[src/rtl/mul_iterative_unit_if.sv]
// mul_iterative_unit_if
//   Groups the request/response signals of the iterative multiplier.
//   master: the issuing logic. It drives start, mode and operands and
//           receives status, the completion pulse and the result.
//   slave : the multiplier itself.
//   Signals:
//     start_in, accumulate_in        request a MUL (0) or an MLA (1)
//     op_a_in, op_b_in, op_c_in      Rm, Rs, Rn operands
//     busy_out, stall_out            status and pipeline freeze request
//     done_out                       one-cycle completion pulse
//     result_out, neg_out, zero_out  registered result and N/Z flags
interface mul_iterative_unit_if #(
  parameter int BUS_WIDTH = 32
);
  logic                 start_in;
  logic                 accumulate_in;
  logic [BUS_WIDTH-1:0] op_a_in;
  logic [BUS_WIDTH-1:0] op_b_in;
  logic [BUS_WIDTH-1:0] op_c_in;
  logic                 busy_out;
  logic                 stall_out;
  logic                 done_out;
  logic [BUS_WIDTH-1:0] result_out;
  logic                 neg_out;
  logic                 zero_out;

  modport master (
    output start_in, accumulate_in, op_a_in, op_b_in, op_c_in,
    input  busy_out, stall_out, done_out, result_out, neg_out, zero_out
  );

  modport slave (
    input  start_in, accumulate_in, op_a_in, op_b_in, op_c_in,
    output busy_out, stall_out, done_out, result_out, neg_out, zero_out
  );
endinterface

[src/rtl/mul_iterative_unit.sv]
// mul_iterative_unit
//   Multi-cycle shift-add multiplier for the execute stage (MUL / MLA).
//   It consumes one multiplier bit per RUN cycle. It stops early once the
//   remaining multiplier bits are all zero, so the run takes
//   max(1, msb_index(op_b)+1) cycles.
//   Ports:
//     clk_in    clock, all state changes on the rising edge
//     reset_in  synchronous active-high reset, aborts any operation
//     bus       slave side of mul_iterative_unit_if (see interface header)
module mul_iterative_unit #(
  parameter int BUS_WIDTH = 32
) (
  input  logic                  clk_in,
  input  logic                  reset_in,
  mul_iterative_unit_if.slave   bus
);

  localparam int CNT_W = (BUS_WIDTH > 1) ? $clog2(BUS_WIDTH) : 1;

  typedef enum logic [1:0] {
    ST_IDLE = 2'd0,
    ST_RUN  = 2'd1,
    ST_DONE = 2'd2
  } state_t;

  state_t               state_r;
  logic [BUS_WIDTH-1:0] mcand_r;
  logic [BUS_WIDTH-1:0] mplr_r;
  logic [BUS_WIDTH-1:0] acc_r;
  logic [CNT_W-1:0]     count_r;
  logic                 done_r;
  logic [BUS_WIDTH-1:0] result_r;
  logic                 neg_r;
  logic                 zero_r;

  logic [BUS_WIDTH-1:0] acc_nxt_s;
  logic                 run_last_s;

  // Accumulator update for this RUN step and the termination test.
  always_comb begin
    acc_nxt_s  = acc_r;
    run_last_s = 1'b0;
    if (mplr_r[0]) begin
      acc_nxt_s = acc_r + mcand_r;
    end else begin
      acc_nxt_s = acc_r;
    end
    // Terminate when no multiplier bits remain after this shift, or on the last bit.
    run_last_s = (mplr_r[BUS_WIDTH-1:1] == '0) ||
                 (count_r == CNT_W'(BUS_WIDTH - 1));
  end

  // Control FSM plus datapath and registered result/flags.
  always_ff @(posedge clk_in) begin
    if (reset_in) begin
      state_r  <= ST_IDLE;
      mcand_r  <= '0;
      mplr_r   <= '0;
      acc_r    <= '0;
      count_r  <= '0;
      done_r   <= 1'b0;
      result_r <= '0;
      neg_r    <= 1'b0;
      zero_r   <= 1'b0;
    end else begin
      done_r <= 1'b0;
      case (state_r)
        // DONE accepts a new start just like IDLE, giving back-to-back issue.
        ST_IDLE, ST_DONE: begin
          if (bus.start_in) begin
            mcand_r <= bus.op_a_in;
            mplr_r  <= bus.op_b_in;
            acc_r   <= bus.accumulate_in ? bus.op_c_in : '0;
            count_r <= '0;
            state_r <= ST_RUN;
          end else begin
            state_r <= ST_IDLE;
          end
        end
        ST_RUN: begin
          acc_r   <= acc_nxt_s;
          mcand_r <= mcand_r << 1;
          mplr_r  <= mplr_r >> 1;
          count_r <= count_r + CNT_W'(1);
          if (run_last_s) begin
            state_r  <= ST_DONE;
            done_r   <= 1'b1;
            result_r <= acc_nxt_s;
            neg_r    <= acc_nxt_s[BUS_WIDTH-1];
            zero_r   <= (acc_nxt_s == '0);
          end else begin
            state_r <= ST_RUN;
          end
        end
        default: begin
          state_r <= ST_IDLE;
        end
      endcase
    end
  end

  assign bus.busy_out   = (state_r == ST_RUN);
  // Combinational on start so the requesting instruction stalls from its first cycle.
  assign bus.stall_out  = (state_r == ST_RUN) | (bus.start_in & (state_r != ST_RUN));
  assign bus.done_out   = done_r;
  assign bus.result_out = result_r;
  assign bus.neg_out    = neg_r;
  assign bus.zero_out   = zero_r;

endmodule

[src/flat_wrapper.sv]
// flat-port wrapper written by rule: the top's interface ports become plain ports
module mul_iterative_unit_flat 
#(
  parameter int BUS_WIDTH = 32
)
  (clk_in, reset_in, bus_start_in, bus_accumulate_in, bus_op_a_in, bus_op_b_in, bus_op_c_in, bus_busy_out, bus_stall_out, bus_done_out, bus_result_out, bus_neg_out, bus_zero_out);
  mul_iterative_unit_if #(.BUS_WIDTH(BUS_WIDTH)) bus_i ();
  input  logic clk_in;
  input  logic reset_in;
  input wire logic [$bits(bus_i.start_in)-1:0] bus_start_in;
  input wire logic [$bits(bus_i.accumulate_in)-1:0] bus_accumulate_in;
  input wire logic [$bits(bus_i.op_a_in)-1:0] bus_op_a_in;
  input wire logic [$bits(bus_i.op_b_in)-1:0] bus_op_b_in;
  input wire logic [$bits(bus_i.op_c_in)-1:0] bus_op_c_in;
  output wire logic [$bits(bus_i.busy_out)-1:0] bus_busy_out;
  output wire logic [$bits(bus_i.stall_out)-1:0] bus_stall_out;
  output wire logic [$bits(bus_i.done_out)-1:0] bus_done_out;
  output wire logic [$bits(bus_i.result_out)-1:0] bus_result_out;
  output wire logic [$bits(bus_i.neg_out)-1:0] bus_neg_out;
  output wire logic [$bits(bus_i.zero_out)-1:0] bus_zero_out;
  assign bus_i.start_in = bus_start_in;
  assign bus_i.accumulate_in = bus_accumulate_in;
  assign bus_i.op_a_in = bus_op_a_in;
  assign bus_i.op_b_in = bus_op_b_in;
  assign bus_i.op_c_in = bus_op_c_in;
  assign bus_busy_out = bus_i.busy_out;
  assign bus_stall_out = bus_i.stall_out;
  assign bus_done_out = bus_i.done_out;
  assign bus_result_out = bus_i.result_out;
  assign bus_neg_out = bus_i.neg_out;
  assign bus_zero_out = bus_i.zero_out;
  mul_iterative_unit #(.BUS_WIDTH(BUS_WIDTH)) u_core (.clk_in(clk_in), .reset_in(reset_in), .bus(bus_i));
endmodule
[config.mk]
export PLATFORM = sky130hd
export DESIGN_NAME = mul_iterative_unit_flat
export DESIGN_NICKNAME = d
export VERILOG_FILES = /design/src/rtl/mul_iterative_unit_if.sv /design/src/rtl/mul_iterative_unit.sv /design/src/flat_wrapper.sv
export SDC_FILE = /design/constraint.sdc
export NUM_CORES = 1
export LEC_CHECK = 0
export ABC_AREA = 1
export CORE_MARGIN = 2
export CORE_UTILIZATION = 45
export CTS_CLUSTER_SIZE = 10
export DETAILED_ROUTE_END_ITERATION = 16
export GPL_ROUTABILITY_DRIVEN = 0
export PLACE_DENSITY = 0.76
export SYNTH_ARGS = -nofsm -noshare
export SYNTH_HDL_FRONTEND = slang
export SYNTH_SLANG_ARGS = --single-unit
[constraint.sdc]
create_clock -name clk_in -period 4.25 [get_ports clk_in]
set_clock_uncertainty 0.2 [all_clocks]
set_input_delay 0.6375 -clock clk_in [delete_from_list [all_inputs] [get_ports clk_in]]
set_output_delay 0.6375 -clock clk_in [all_outputs]
set_load 0.01 [all_outputs]
==> impl_metrics.json <==
{
  "status": "finished, final reports clean",
  "rsz0062_at_grt": "no",
  "slowest_stage": "clkdlybuf4s50_1",
  "ioPinCount": 137,
  "async_reset_ff_share_pct": 0,
  "grt-ovfl-total": 0,
  "clock_latency_ns": 0.44,
  "design_area_um2": 10400,
  "ys_ff_latch": 137,
  "crit_type": "reg -> out",
  "leakagePower_uw": 0.004752,
  "grt_usage_pct": 26.44,
  "synth_top_cell_area_share_pct": 32.97,
  "cts_tree": "done",
  "grt_pass1_wl_mm": 41.92,
  "worstHoldPathType": "reg -> reg",
  "clock_path_buffers": 2,
  "swShare_pct": 30.63,
  "ys_warn_count": 0,
  "clock-sinks": 137,
  "wire_per_inst_um": 15.07,
  "synthTopCellsByCount": "nand2_1, inv_1, dfxtp_1",
  "dr.first_iter.drc_count": 753,
  "die-area_um2": 19590,
  "syn_nets": 1500,
  "first_pass_iters": 7,
  "cts_hold_buf": 0,
  "slowest_delay_ns": 0.66,
  "yosysTopAreaCell": "dfxtp_1",
  "fmax_mhz": 321.5,
  "required_ns": 3.41,
  "wl_mm": 25.87,
  "path_delay_family": "buffers and inverters",
  "max_slew_margin_pct": 36.45,
  "p_int_uw": 2419,
  "portBuffers": 136,
  "n_antenna_cell": 0,
  "ys_types": 34,
  "synthFlopType": "dfxtp_1",
  "drive_gt1_share_pct": 4.435,
  "path_max_fanout": 59,
  "cts-resized-gates": 0,
  "fin_nets": 1609,
  "vias": 9130,
  "ys_seq_area_share_pct": 32.97,
  "period_needed_ns": 3.110,
  "dp_hpwl_mm": 18.79,
  "avgSynthCellArea_um2": 6.090,
  "h-tree-depth": 4,
  "setup_viol": 0,
  "antenna_found_initial": 0,
  "core_region_area_um2": 18020,
  "tightest_slew_ns": 0.9522,
  "critPathCaptureType": "output pin",
  "drc": 0,
  "p_switching_uw": 1068,
  "finalHoldViolCount": 0,
  "die_h_um": 140.0,
  "cp.buffers_inverters": 3,
  "placed_cell_area_um2": 9832,
  "power_density_nw_per_um2": 335.3,
  "ant_nets": 0,
  "clk_pin_slew_ns": 0.07,
  "start_util_pct": 46.15,
  "syn_area_um2": 8319,
  "fin_crit_sh_pct": 73.18,
  "cp.arrival_ns": 2.27,
  "syn2layout_area_growth_pct": 25.01,
  "rows": 49,
  "slew_viol_final": 0,
  "netlist_instances": 1366,
  "cts_buffers": 17,
  "combPwrFrac_pct": 17.8,
  "cts_root_buf": "clkbuf_16",
  "synth.most_common_cell": "nand2_1",
  "p_seq_share_pct": 40.3,
  "drv_cap": 0,
  "startpoint_type": "flip-flop",
  "setup_tns_ns": 0,
  "cp_cell_sequence": "inv_1 -> nor2_4 -> buf_4 -> clkdlybuf4s50_1",
  "grt_max_degree": 65,
  "die_x_um": 140.0,
  "clkPwrFrac_pct": 41.8,
  "ir_drop_mv": 0.3466,
  "vias_per_cell": 5.317,
  "synthTopCellsByArea": "dfxtp_1, nand2_1, inv_1",
  "cts_setup_buffers": 0,
  "synth_edf_count": 0,
  "nFillCells": 1767,
  "grt_pass1_vias": 8693
}
worst reg2reg max path, cell delays in order (launching register included):
cell and delay, ns:
dfxtp_1 0.37, ha_1 0.17, inv_1 0.06, nor2_1 0.11
ha_1 0.14, o21bai_1 0.12, nand2_1 0.07, buf_4 0.25
nor2_2 0.77, inv_1 0.33, o21ai_1 0.22
power groups by stage:
stage	clock network [µW]	logic, µW	registers, µW
after floorplan	0	395	1410
after global placement	0	606	1430
after detailed placement	0	614	1430
after CTS	1470	619	1400
after global routing	1530	686	1410
final	1460	622	1410
worst paths after layout:
| kind | startpoint | to | slack [ns] | depth (start not counted) |
|---|---|---|---|---|
| max | u_core.state_r[0] | bus_busy_out | 1.14 | 4 |
| max reg2reg | u_core.count_r[0] | u_core.bus.neg_out | 1.38 | 10 |
| min reg2reg | u_core.bus.result_out[25] | u_core.bus.result_out[25] | 0.27 | 2 |
| min | u_core.bus.result_out[25] | u_core.bus.result_out[25] | 0.27 | 2 |
per-stage QoR:
step	setup slack (ns)	util, %	instances	power, µW	hold WS, ns
global placement	1.525	54.55	1685	2036	0.2568
detailed placement	1.417	54.55	1685	2045	0.2639
floorplan	1.912	-	1366	1808	0.2367
CTS	1.128	57.70	1717	3491	0.2748
finish	1.140	57.70	1717	3487	0.2711
global route	1.050	57.70	1717	3627	0.2950
routing by layer:
layer,GRT usage [%],vias up,routed length (µm)
met5,0,-,0
li1,-,4557,-
met1,33.49,4174,10990
met2,43.75,344,11940
met4,9.526,0,756
met3,6.667,55,2178
flip-flops by register name, summed over array words and instances, names as in the netlist:
name,flops
u_core.acc_r,32
u_core.mplr_r,32
u_core.bus.result_out,31
u_core.bus.neg_out,1
u_core.bus.zero_out,1
u_core.mcand_r,32
u_core.bus.done_out,1
u_core.count_r,5
u_core.state_r,2
cell type report:
class / instances / area, µm² / share of cell area (%)
timing repair buffer: 146 / 1434 / 13.79
inverter: 172 / 645.6 / 6.208
sequential: 137 / 2743 / 26.37
multi-input combinational: 1001 / 4723 / 45.42
tap: 229 / 286.5 / 2.755
clock buffer: 19 / 432.9 / 4.163
clock inverter: 13 / 135.1 / 1.299
cells by family (layout without fill, tap and decap cells):
logic type               after synthesis  count (layout)  share of synthesized area, %
AO/OA/AOI/OAI                        144             144                         11.10
XOR/XNOR                               7               7                        0.7370
adder cells (fa/ha/maj)               34              34                         5.204
buffers and inverters                228             350                         10.41
flip-flops                           137             137                         32.97
multiplexers                           1               1                        0.1203
AND/OR/NAND/NOR                      815             815                         39.46
cells in the final DEF, fill, tap and decap left out, types with 9 or more instances in the layout:
master	n
nand4_1	12
clkbuf_16	17
nand2_1	563
a221oi_1	27
ha_1	33
nor2_1	120
o21ai_0	9
inv_1	166
a31oi_1	66
nand3_1	90
a21oi_1	22
o21ai_1	13
clkdlybuf4s50_1	135
dfxtp_1	137
buf_4	11
Power figures use the tool's default switching activity.
